[src/rtl/cp0_pkg.sv]
// Purpose: shared constants for the CP0 block (register numbers, field positions, codes).
// Latency: n/a (declarations only).
// Backpressure: n/a.
package cp0_pkg;

  // CP0 register numbers
  localparam logic [4:0] REG_SR    = 5'd12;
  localparam logic [4:0] REG_CAUSE = 5'd13;
  localparam logic [4:0] REG_EPC   = 5'd14;
  localparam logic [4:0] REG_PRID  = 5'd15;

  // SR field positions
  localparam int SR_IM_HI = 15;
  localparam int SR_IM_LO = 10;
  localparam int SR_EXL   = 1;
  localparam int SR_IE    = 0;

  // Cause field positions
  localparam int CAUSE_BD    = 31;
  localparam int CAUSE_IP_HI = 15;
  localparam int CAUSE_IP_LO = 10;
  localparam int CAUSE_EC_HI = 6;
  localparam int CAUSE_EC_LO = 2;

  // Constants
  localparam logic [31:0] PRID_VAL   = 32'h18231051;
  localparam logic [31:0] EXC_VECTOR = 32'h00004180;

  // Exception codes
  localparam logic [4:0] EXC_INT  = 5'd0;
  localparam logic [4:0] EXC_ADEL = 5'd4;
  localparam logic [4:0] EXC_ADES = 5'd5;
  localparam logic [4:0] EXC_RI   = 5'd10;
  localparam logic [4:0] EXC_OV   = 5'd12;

  // Reset values of the SR fields
  localparam logic [5:0] SR_IM_RST  = 6'h3F;
  localparam logic       SR_EXL_RST = 1'b0;
  localparam logic       SR_IE_RST  = 1'b1;

endpackage

[src/rtl/cp0_irq_arb.sv]
// Purpose: decides whether to take an interrupt/exception and which ExcCode to record.
// Latency: purely combinational, zero cycles.
// Backpressure: none; exceptions are masked while EXL is set.
module cp0_irq_arb
  import cp0_pkg::*;
(
  input  logic [5:0] hw_int,
  input  logic [5:0] sr_im,
  input  logic       sr_exl,
  input  logic       sr_ie,
  input  logic       exc,
  input  logic [4:0] exc_code,
  output logic       int_pend,
  output logic       exc_pend,
  output logic       int_req,
  output logic [4:0] next_exc_code
);

  // An interrupt beats a simultaneous synchronous exception and records code 0.
  always_comb begin
    int_pend      = (|(hw_int & sr_im)) & sr_ie & ~sr_exl;
    exc_pend      = exc & ~sr_exl;
    int_req       = int_pend | exc_pend;
    next_exc_code = int_pend ? EXC_INT : exc_code;
  end

endmodule

[src/rtl/cp0_unit.sv]
// Purpose: MIPS-style CP0 holding SR, Cause, EPC and PRId; raises the flush/vector request.
// Latency: oIntReq and oRData are combinational; register updates land one edge later.
// Backpressure: none; exceptions arriving while EXL=1 are dropped.
module cp0_unit
  import cp0_pkg::*;
(
  input  logic        clk,
  input  logic        reset,
  input  logic [31:0] iPC,
  input  logic        iEXC,
  input  logic [4:0]  iExcCode,
  input  logic        iisBJ,
  input  logic [5:0]  iHWInt,
  input  logic        iWE,
  input  logic [4:0]  iAddr,
  input  logic [31:0] iWData,
  input  logic        iERET,
  output logic [31:0] oRData,
  output logic        oIntReq,
  output logic [31:0] oEPC
);

  logic [5:0]  im_q, im_d;
  logic        exl_q, exl_d;
  logic        ie_q, ie_d;
  logic        bd_q, bd_d;
  logic [5:0]  ip_q, ip_d;
  logic [4:0]  exc_code_q, exc_code_d;
  logic [31:0] epc_q, epc_d;

  logic        int_pend;
  logic        exc_pend;
  logic        int_req;
  logic [4:0]  next_exc_code;

  logic [31:0] sr_val;
  logic [31:0] cause_val;

  cp0_irq_arb u_arb (
    .hw_int        (iHWInt),
    .sr_im         (im_q),
    .sr_exl        (exl_q),
    .sr_ie         (ie_q),
    .exc           (iEXC),
    .exc_code      (iExcCode),
    .int_pend      (int_pend),
    .exc_pend      (exc_pend),
    .int_req       (int_req),
    .next_exc_code (next_exc_code)
  );

  // Next-state: taking an exception wins over mtc0/eret; eret's EXL clear wins over mtc0.
  always_comb begin
    im_d       = im_q;
    exl_d      = exl_q;
    ie_d       = ie_q;
    bd_d       = bd_q;
    ip_d       = iHWInt;
    exc_code_d = exc_code_q;
    epc_d      = epc_q;
    if (int_req) begin
      exl_d      = 1'b1;
      exc_code_d = next_exc_code;
      bd_d       = iisBJ;
      epc_d      = iisBJ ? (iPC - 32'd4) : iPC;
    end else begin
      if (iWE) begin
        if (iAddr == REG_SR) begin
          im_d  = iWData[SR_IM_HI:SR_IM_LO];
          exl_d = iWData[SR_EXL];
          ie_d  = iWData[SR_IE];
        end else if (iAddr == REG_EPC) begin
          epc_d = {iWData[31:2], 2'b00};
        end
      end
      if (iERET) begin
        exl_d = 1'b0;
      end
    end
  end

  // State registers with synchronous reset that overrides every other event.
  always_ff @(posedge clk) begin
    if (reset) begin
      im_q       <= SR_IM_RST;
      exl_q      <= SR_EXL_RST;
      ie_q       <= SR_IE_RST;
      bd_q       <= 1'b0;
      ip_q       <= 6'd0;
      exc_code_q <= EXC_INT;
      epc_q      <= 32'd0;
    end else begin
      im_q       <= im_d;
      exl_q      <= exl_d;
      ie_q       <= ie_d;
      bd_q       <= bd_d;
      ip_q       <= ip_d;
      exc_code_q <= exc_code_d;
      epc_q      <= epc_d;
    end
  end

  // Register images with unimplemented bits forced to zero, and the mfc0 read mux.
  always_comb begin
    sr_val = 32'd0;
    sr_val[SR_IM_HI:SR_IM_LO] = im_q;
    sr_val[SR_EXL] = exl_q;
    sr_val[SR_IE]  = ie_q;
    cause_val = 32'd0;
    cause_val[CAUSE_BD] = bd_q;
    cause_val[CAUSE_IP_HI:CAUSE_IP_LO] = ip_q;
    cause_val[CAUSE_EC_HI:CAUSE_EC_LO] = exc_code_q;
    case (iAddr)
      REG_SR:    oRData = sr_val;
      REG_CAUSE: oRData = cause_val;
      REG_EPC:   oRData = epc_q;
      REG_PRID:  oRData = PRID_VAL;
      default:   oRData = 32'd0;
    endcase
  end

  assign oIntReq = int_req;
  assign oEPC    = epc_q;

endmodule

[config.mk]
export PLATFORM = sky130hd
export DESIGN_NAME = cp0_unit
export DESIGN_NICKNAME = d
export VERILOG_FILES = /design/src/rtl/cp0_pkg.sv /design/src/rtl/cp0_irq_arb.sv /design/src/rtl/cp0_unit.sv
export SDC_FILE = /design/constraint.sdc
export NUM_CORES = 1
export LEC_CHECK = 0
export CORE_MARGIN = 2
export CORE_UTILIZATION = 40
export CTS_CLUSTER_DIAMETER = 80
export DETAILED_ROUTE_END_ITERATION = 10
export PLACE_DENSITY = 0.78
export SLEW_MARGIN = 20
export SYNTH_ARGS = -nofsm -noshare
export SYNTH_HDL_FRONTEND = slang
export SYNTH_SLANG_ARGS = --single-unit
[constraint.sdc]
create_clock -name clk -period 3.81 [get_ports clk]
set_input_delay 0.762 -clock clk [delete_from_list [all_inputs] [get_ports clk]]
set_output_delay 0.762 -clock clk [all_outputs]
set_load 0.02 [all_outputs]
; ---- Yosys cells after proc, flatten, opt, wreduce, memory -nomap -nowiden
; Index checks and enable logic that the tools add are counted.
[classes]
n_addsub = 1
eq_ne = 5
mux = 11
n_bitwise = 7
reduce_logical = 8
[op_table]
columns = op, count
row1 = $mux W32, 5
row2 = $pmux W32 S4, 1
row3 = $sub A32 B3 Y32 const B, 1
row4 = $eq A5 B4 Y1 const B, 4
row5 = $and A6 B6 Y6, 1
row6 = $reduce_and A3 Y1, 2
row7 = $reduce_bool A3 Y1, 2
row8 = $reduce_or A6 Y1, 1
row9 = $mux W5, 1
row10 = $mux W1, 4
row11 = $reduce_bool A2 Y1, 2
row12 = $and A1 B1 Y1, 3
row13 = $ne A2 B2 Y1 const B, 1
row14 = $not A1 Y1, 2
row15 = $reduce_and A2 Y1, 1
row16 = $or A1 B1 Y1, 1
[totals]
reg_bits = 52
in_bits = 86
out_inout_bits = 65
word_cells = 39

; ---- Depth between registers and ports, before layout
[depth]
ltp_word = 7
ltp_mapped = 6
mapped_depth_nobuf = 6

; ---- Modules after synthesis
; From an unflattened synthesis, not the netlist that was laid out.
[hier_totals]
cells_unflattened = 419
hier_area_um2 = 3331.9
[modules_own_cells]
columns = mod, n_inst, cells_per_inst, area_each_um2, seq_area_each_um2
row1 = cp0_unit, 1, 407, 3225.6, 1041.0
row2 = cp0_irq_arb, 1, 12, 106.4, 0.0

; ---- Worst setup path after synthesis
; Ideal clock, no wire load.
[synth_path]
path_type = input-to-output
start = input iHWInt[3]
end = output oIntReq
t_arrival_ns = 2.002
required_time_ns = 3.048
path_slack_ns = 1.046
stages = 4
path_buffers = 1
cell_sequence = a221o_1 o31ai_1 inv_2 clkbuf_1
[synth_between]
elab_chain_cells = 5
[synth_rtl]
columns = item, line_no
row1 = "start, declared", cp0_unit.sv:13  ; input logic [5:0] iHWInt,
row2 = $and A6 B6 Y6, cp0_irq_arb.sv:21  ; int_pend = (|(hw_int & sr_im)) & sr_ie & ~sr_exl;
row3 = $reduce_or A6 Y1, cp0_irq_arb.sv:21
row4 = $and A1 B1 Y1 (2 in a row), cp0_irq_arb.sv:21
row5 = $or A1 B1 Y1, cp0_irq_arb.sv:23  ; int_req = int_pend | exc_pend;
row6 = "end, declared", cp0_unit.sv:19  ; output logic oIntReq,
; No other way between the ends.

; ---- Worst setup path after layout
[layout_path]
start = input iAddr[4]
end = output oRData[11]
[layout_between]
elab_chain_cells = 2
word_cells_on_any_way = 5
classes_between = eq/ne (4) / mux (1)
[layout_rtl]
columns = item, line_no
row1 = "start, declared", cp0_unit.sv:15  ; input logic [4:0] iAddr,
row2 = $eq A5 B4 Y1, cp0_unit.sv:113  ; case (iAddr)
row3 = $pmux W32 S4 *, cp0_unit.sv:113
row4 = "end, declared", cp0_unit.sv:18  ; output logic [31:0] oRData,
; Mark *: on every way between the ends. The rest lies on a longest branch, timed or not.

==> results summary <==
In the synthesized netlist the async set-or-reset flop fraction comes to 0%. Setup repair after global routing left no endpoint under its margin. The worst hold path belongs to the class reg2reg.

TritonCTS built the clock tree. The initial antenna violation count is 0. The number of placement rows came out at 33.

The total non-filler cell area in the finished layout is 5062 um2. The total of flip-flops plus latches after synthesis came out at 52. The detailed placement HPWL is 8786 um. The slowest library cell on the worst path is clkdlybuf4s50_1. The post-route met1 wirelength is 5138 um. Counting stages on the worst path, the most repeated cell is clkdlybuf4s50_1. Pin placement for this block handled 151 I/O pins. Summing every instance area after synthesis gives 3278 um2.

The post-synthesis sequential area ratio is 31.76%. The die span in y came out at 94.53 um. The minimum clock period came out at 3.435 ns. The routed layout has 3,892 vias.

In this run, post-CTS hold repair placed 0 buffers. The cell area power density is 305.7 nW/um2. The global route total overflow came out at 0. The count of yosys warnings during synthesis came out at 0. The slew of the pin with the lowest slew margin came out at 0.9576 ns.

The highest routed metal layer is met4. The area of placed instances is 4903 um2. The total number of nets in the final design is 638. The tree is rooted in a clkbuf_8. The number of nets produced by synthesis is 503. The largest vdd supply drop came out at 138.1 uV. The overall die width is 94.53 um. The leakage power came out at 1.854 nW. The number of global-route vias before repair came out at 3,622. The first-pass iteration count of the detailed router came out at 4. The number of enable-type register cells in the synthesized netlist came out at 0. The share of the core filled with cells came out at 62.55%. The tightest hold path in the finished design has a slack of 0.4677 ns. The upper clock frequency limit is 291.1 MHz. After clock tree synthesis, the setup repair step added 0 buffers. The full die area is 8936 um2.

The DRC violation total after the first TritonRoute iteration came out at 181. The aggregate global-route resource usage came out at 26.46%. The worst pin sits at a relative slew slack of 36.16%. The number of buffers on the longest clock path came out at 2. The quantity of I/O buffers inserted on ports is 150. The setup violation total in the final timing report is 0. Clock-pin slew was measured on the worst setup and hold paths at 0.09 ns. The total count of hold-check failures in the final report is 0. The total count of max-transition violations in the final report is 0. Max-cap violations in this run came to 0. CTS saw 52 sinks. The core region area came out at 8093 um2. The critical path's largest stage delay came out at 0.65 ns.

The weighted congestion reported at the end of routability-driven placement is 0.8979. The clock reaches the later pin of the worst-skew pair after 0.31 ns. In this run the number of H-tree levels came out at 2. The number of gates resized after CTS is 0. The critical path arrival came out at 2.67 ns. The part of the cycle the worst path needs came out at 90.17%.

The type of element launching the critical path is a primary input. The critical path start-end classification is in2out. The average footprint of a synthesized cell is 7.880 um2. The routed wire length is 12,000 um. The wire length on met3 is 978 um. The critical path goes through clkdlybuf4s50_1 > nand3b_1 > buf_4 > nor2_1 > clkdlybuf4s50_1. After routing, the total negative slack on setup checks comes to 0 ns. For the worst setup path, the data required time is 3.05 ns. The synthesized instance count came out at 416. The worst-path maximum fanout came out at 10. Clock tree synthesis inserted a total of 5 buffers. The detail-routed via count per cell came out at 5.924. The maximum number of pins on one net before global-route repair is 64. The remaining antenna violation count is 0. The wire length of the first global-routing pass is 18,620 um. The layout overhead on the synthesized area came out at 54.43%. In the final layout, the share of cells above drive strength 1 is 6.522%. The number of antenna repair diodes came out at 0. After detailed routing, the met2 layer carries 5692 um of wire.

The detailed-route wire length per cell is 18.26 um. The post-route clock skew is 0.01349 ns. The run finished with clean final reports.

The initial core utilization came out at 40.51%. The count of different cell masters after synthesis came out at 49. After detailed routing, the number of remaining DRC violations is 0. Among all flip-flop cells after synthesis, the most frequent one is dfxtp_1. The category of the worst setup path capture point is an output port.
## where the power goes
part           leakage [nW]  total (mW)  switching (mW)  internal (mW)
combinational          1.35       0.413           0.205          0.209
clock                0.0784       0.520           0.192          0.328
sequential            0.430       0.614          0.0320          0.582
total                  1.85        1.55           0.429           1.12
## layout by cell type (no fill, tap or decap), types with 5 or more instances in the layout
master and instances:
nand4_1 5, o31ai_1 13, o21ai_0 14, nand2_1 27
a21oi_1 13, or3_1 9, a32oi_1 5, mux2i_1 7
and3_1 39, clkbuf_8 5, inv_1 6, xnor2_1 7
clkdlybuf4s50_1 149, nor4_1 6, a311oi_1 22, nor2b_1 8
nor2_1 38, or4_1 11, dfxtp_1 52, a211oi_1 34
a31oi_1 7, nand3_1 10, nor3_1 7, buf_4 13
## path summary, 6_finish.rpt
kind	from	to	slack [ns]	cells past startpoint
worst min-delay path	bd_q$_SDFFE_PP0P_	bd_q$_SDFFE_PP0P_	0.47	2
worst max register to register	im_q[4]$_SDFFE_PP1P_	oEPC[20]$_SDFFE_PP0P_	1.97	6
worst max-delay path	iAddr[4]	oRData[11]	0.37	5
worst min register to register	bd_q$_SDFFE_PP0P_	bd_q$_SDFFE_PP0P_	0.47	2
## sequential cells by signal (all words and copies together), names as in the netlist
name and count:
oEPC 32, im_q 6, ip_q 6, exc_code_q 5, bd_q 1, exl_q 1
ie_q 1
## routing by layer
layer | vias to the layer above | GRT usage (%)
met5 | - | 0
met4 | 0 | 7.005
met3 | 15 | 4.629
met2 | 182 | 44.29
met1 | 1815 | 35.26
li1 | 1880 | -
## cells in the mapped netlist (2+ instances only)
library cell  instances  area share (%)
o21ai_0              14             2.1
o31ai_1              14             3.2
nand2_1              27             3.1
o41ai_1               2            0.53
a211oi_1             34             7.8
o21ba_2               2            0.61
a22oi_1               4            0.92
a21oi_1              13             2.0
xnor2_1               7             1.9
and3_1               39             7.4
or3_1                 9             1.7
mux2i_1               7             2.1
nand3_1              10             1.5
dfxtp_1              52              32
a32oi_1               5             1.3
nand4_1               5            0.95
a31oi_1               7             1.3
inv_1                 6            0.69
nor2b_1               8             1.5
or4b_2                2            0.61
a311oi_1             22             5.9
clkbuf_1             33             3.8
nor2_1               38             4.4
a22o_1                3            0.80
or4_1                11             2.5
and3b_1               2            0.53
or2_2                 2            0.38
nand3b_1              2            0.46
xor2_1                3            0.80
nor4_1                6             1.1
nor3_1                7             1.1
buf_2                 2            0.31
or3b_2                2            0.53
## through the flow
step,setup WS (ns),instances,total power [mW]
after floorplan,1.046,416,0.8046
after global placement,0.3721,649,1.031
after detailed placement,0.3290,649,1.035
after CTS,0.3709,657,1.553
after global routing,0.2647,657,1.606
final,0.3745,657,1.547
## cells by family (layout without fill, tap and decap cells)
logic type / Yosys count / count (layout) / synth area share (%)
and+or+nand+nor: 178 / 178 / 30.15
AOI/OAI and AO/OA: 124 / 124 / 27.67
DFF: 52 / 52 / 31.76
buffers and inverters: 44 / 180 / 5.229
xor gates and xnor gates: 10 / 10 / 2.672
muxes: 7 / 7 / 2.137
adders and majority gates: 1 / 1 / 0.3816
## cell type report
class / count / area [um2]
Multi-Input combinational cell: 320 / 2071
Tap cell: 105 / 131.4
Fill cell: 741 / 3030
Inverter: 7 / 26.28
Sequential cell: 52 / 1041
Timing Repair Buffer: 165 / 1634
Clock inverter: 3 / 90.09
Clock buffer: 5 / 68.82
## critical path, delay by kind of cell
| kind | cells | cell delay [ns] |
|---|---|---|
| and+or+nand+nor | 2 | 0.54 |
| buffers and inverters | 3 | 1.37 |
(Power assumes the default switching activity.)
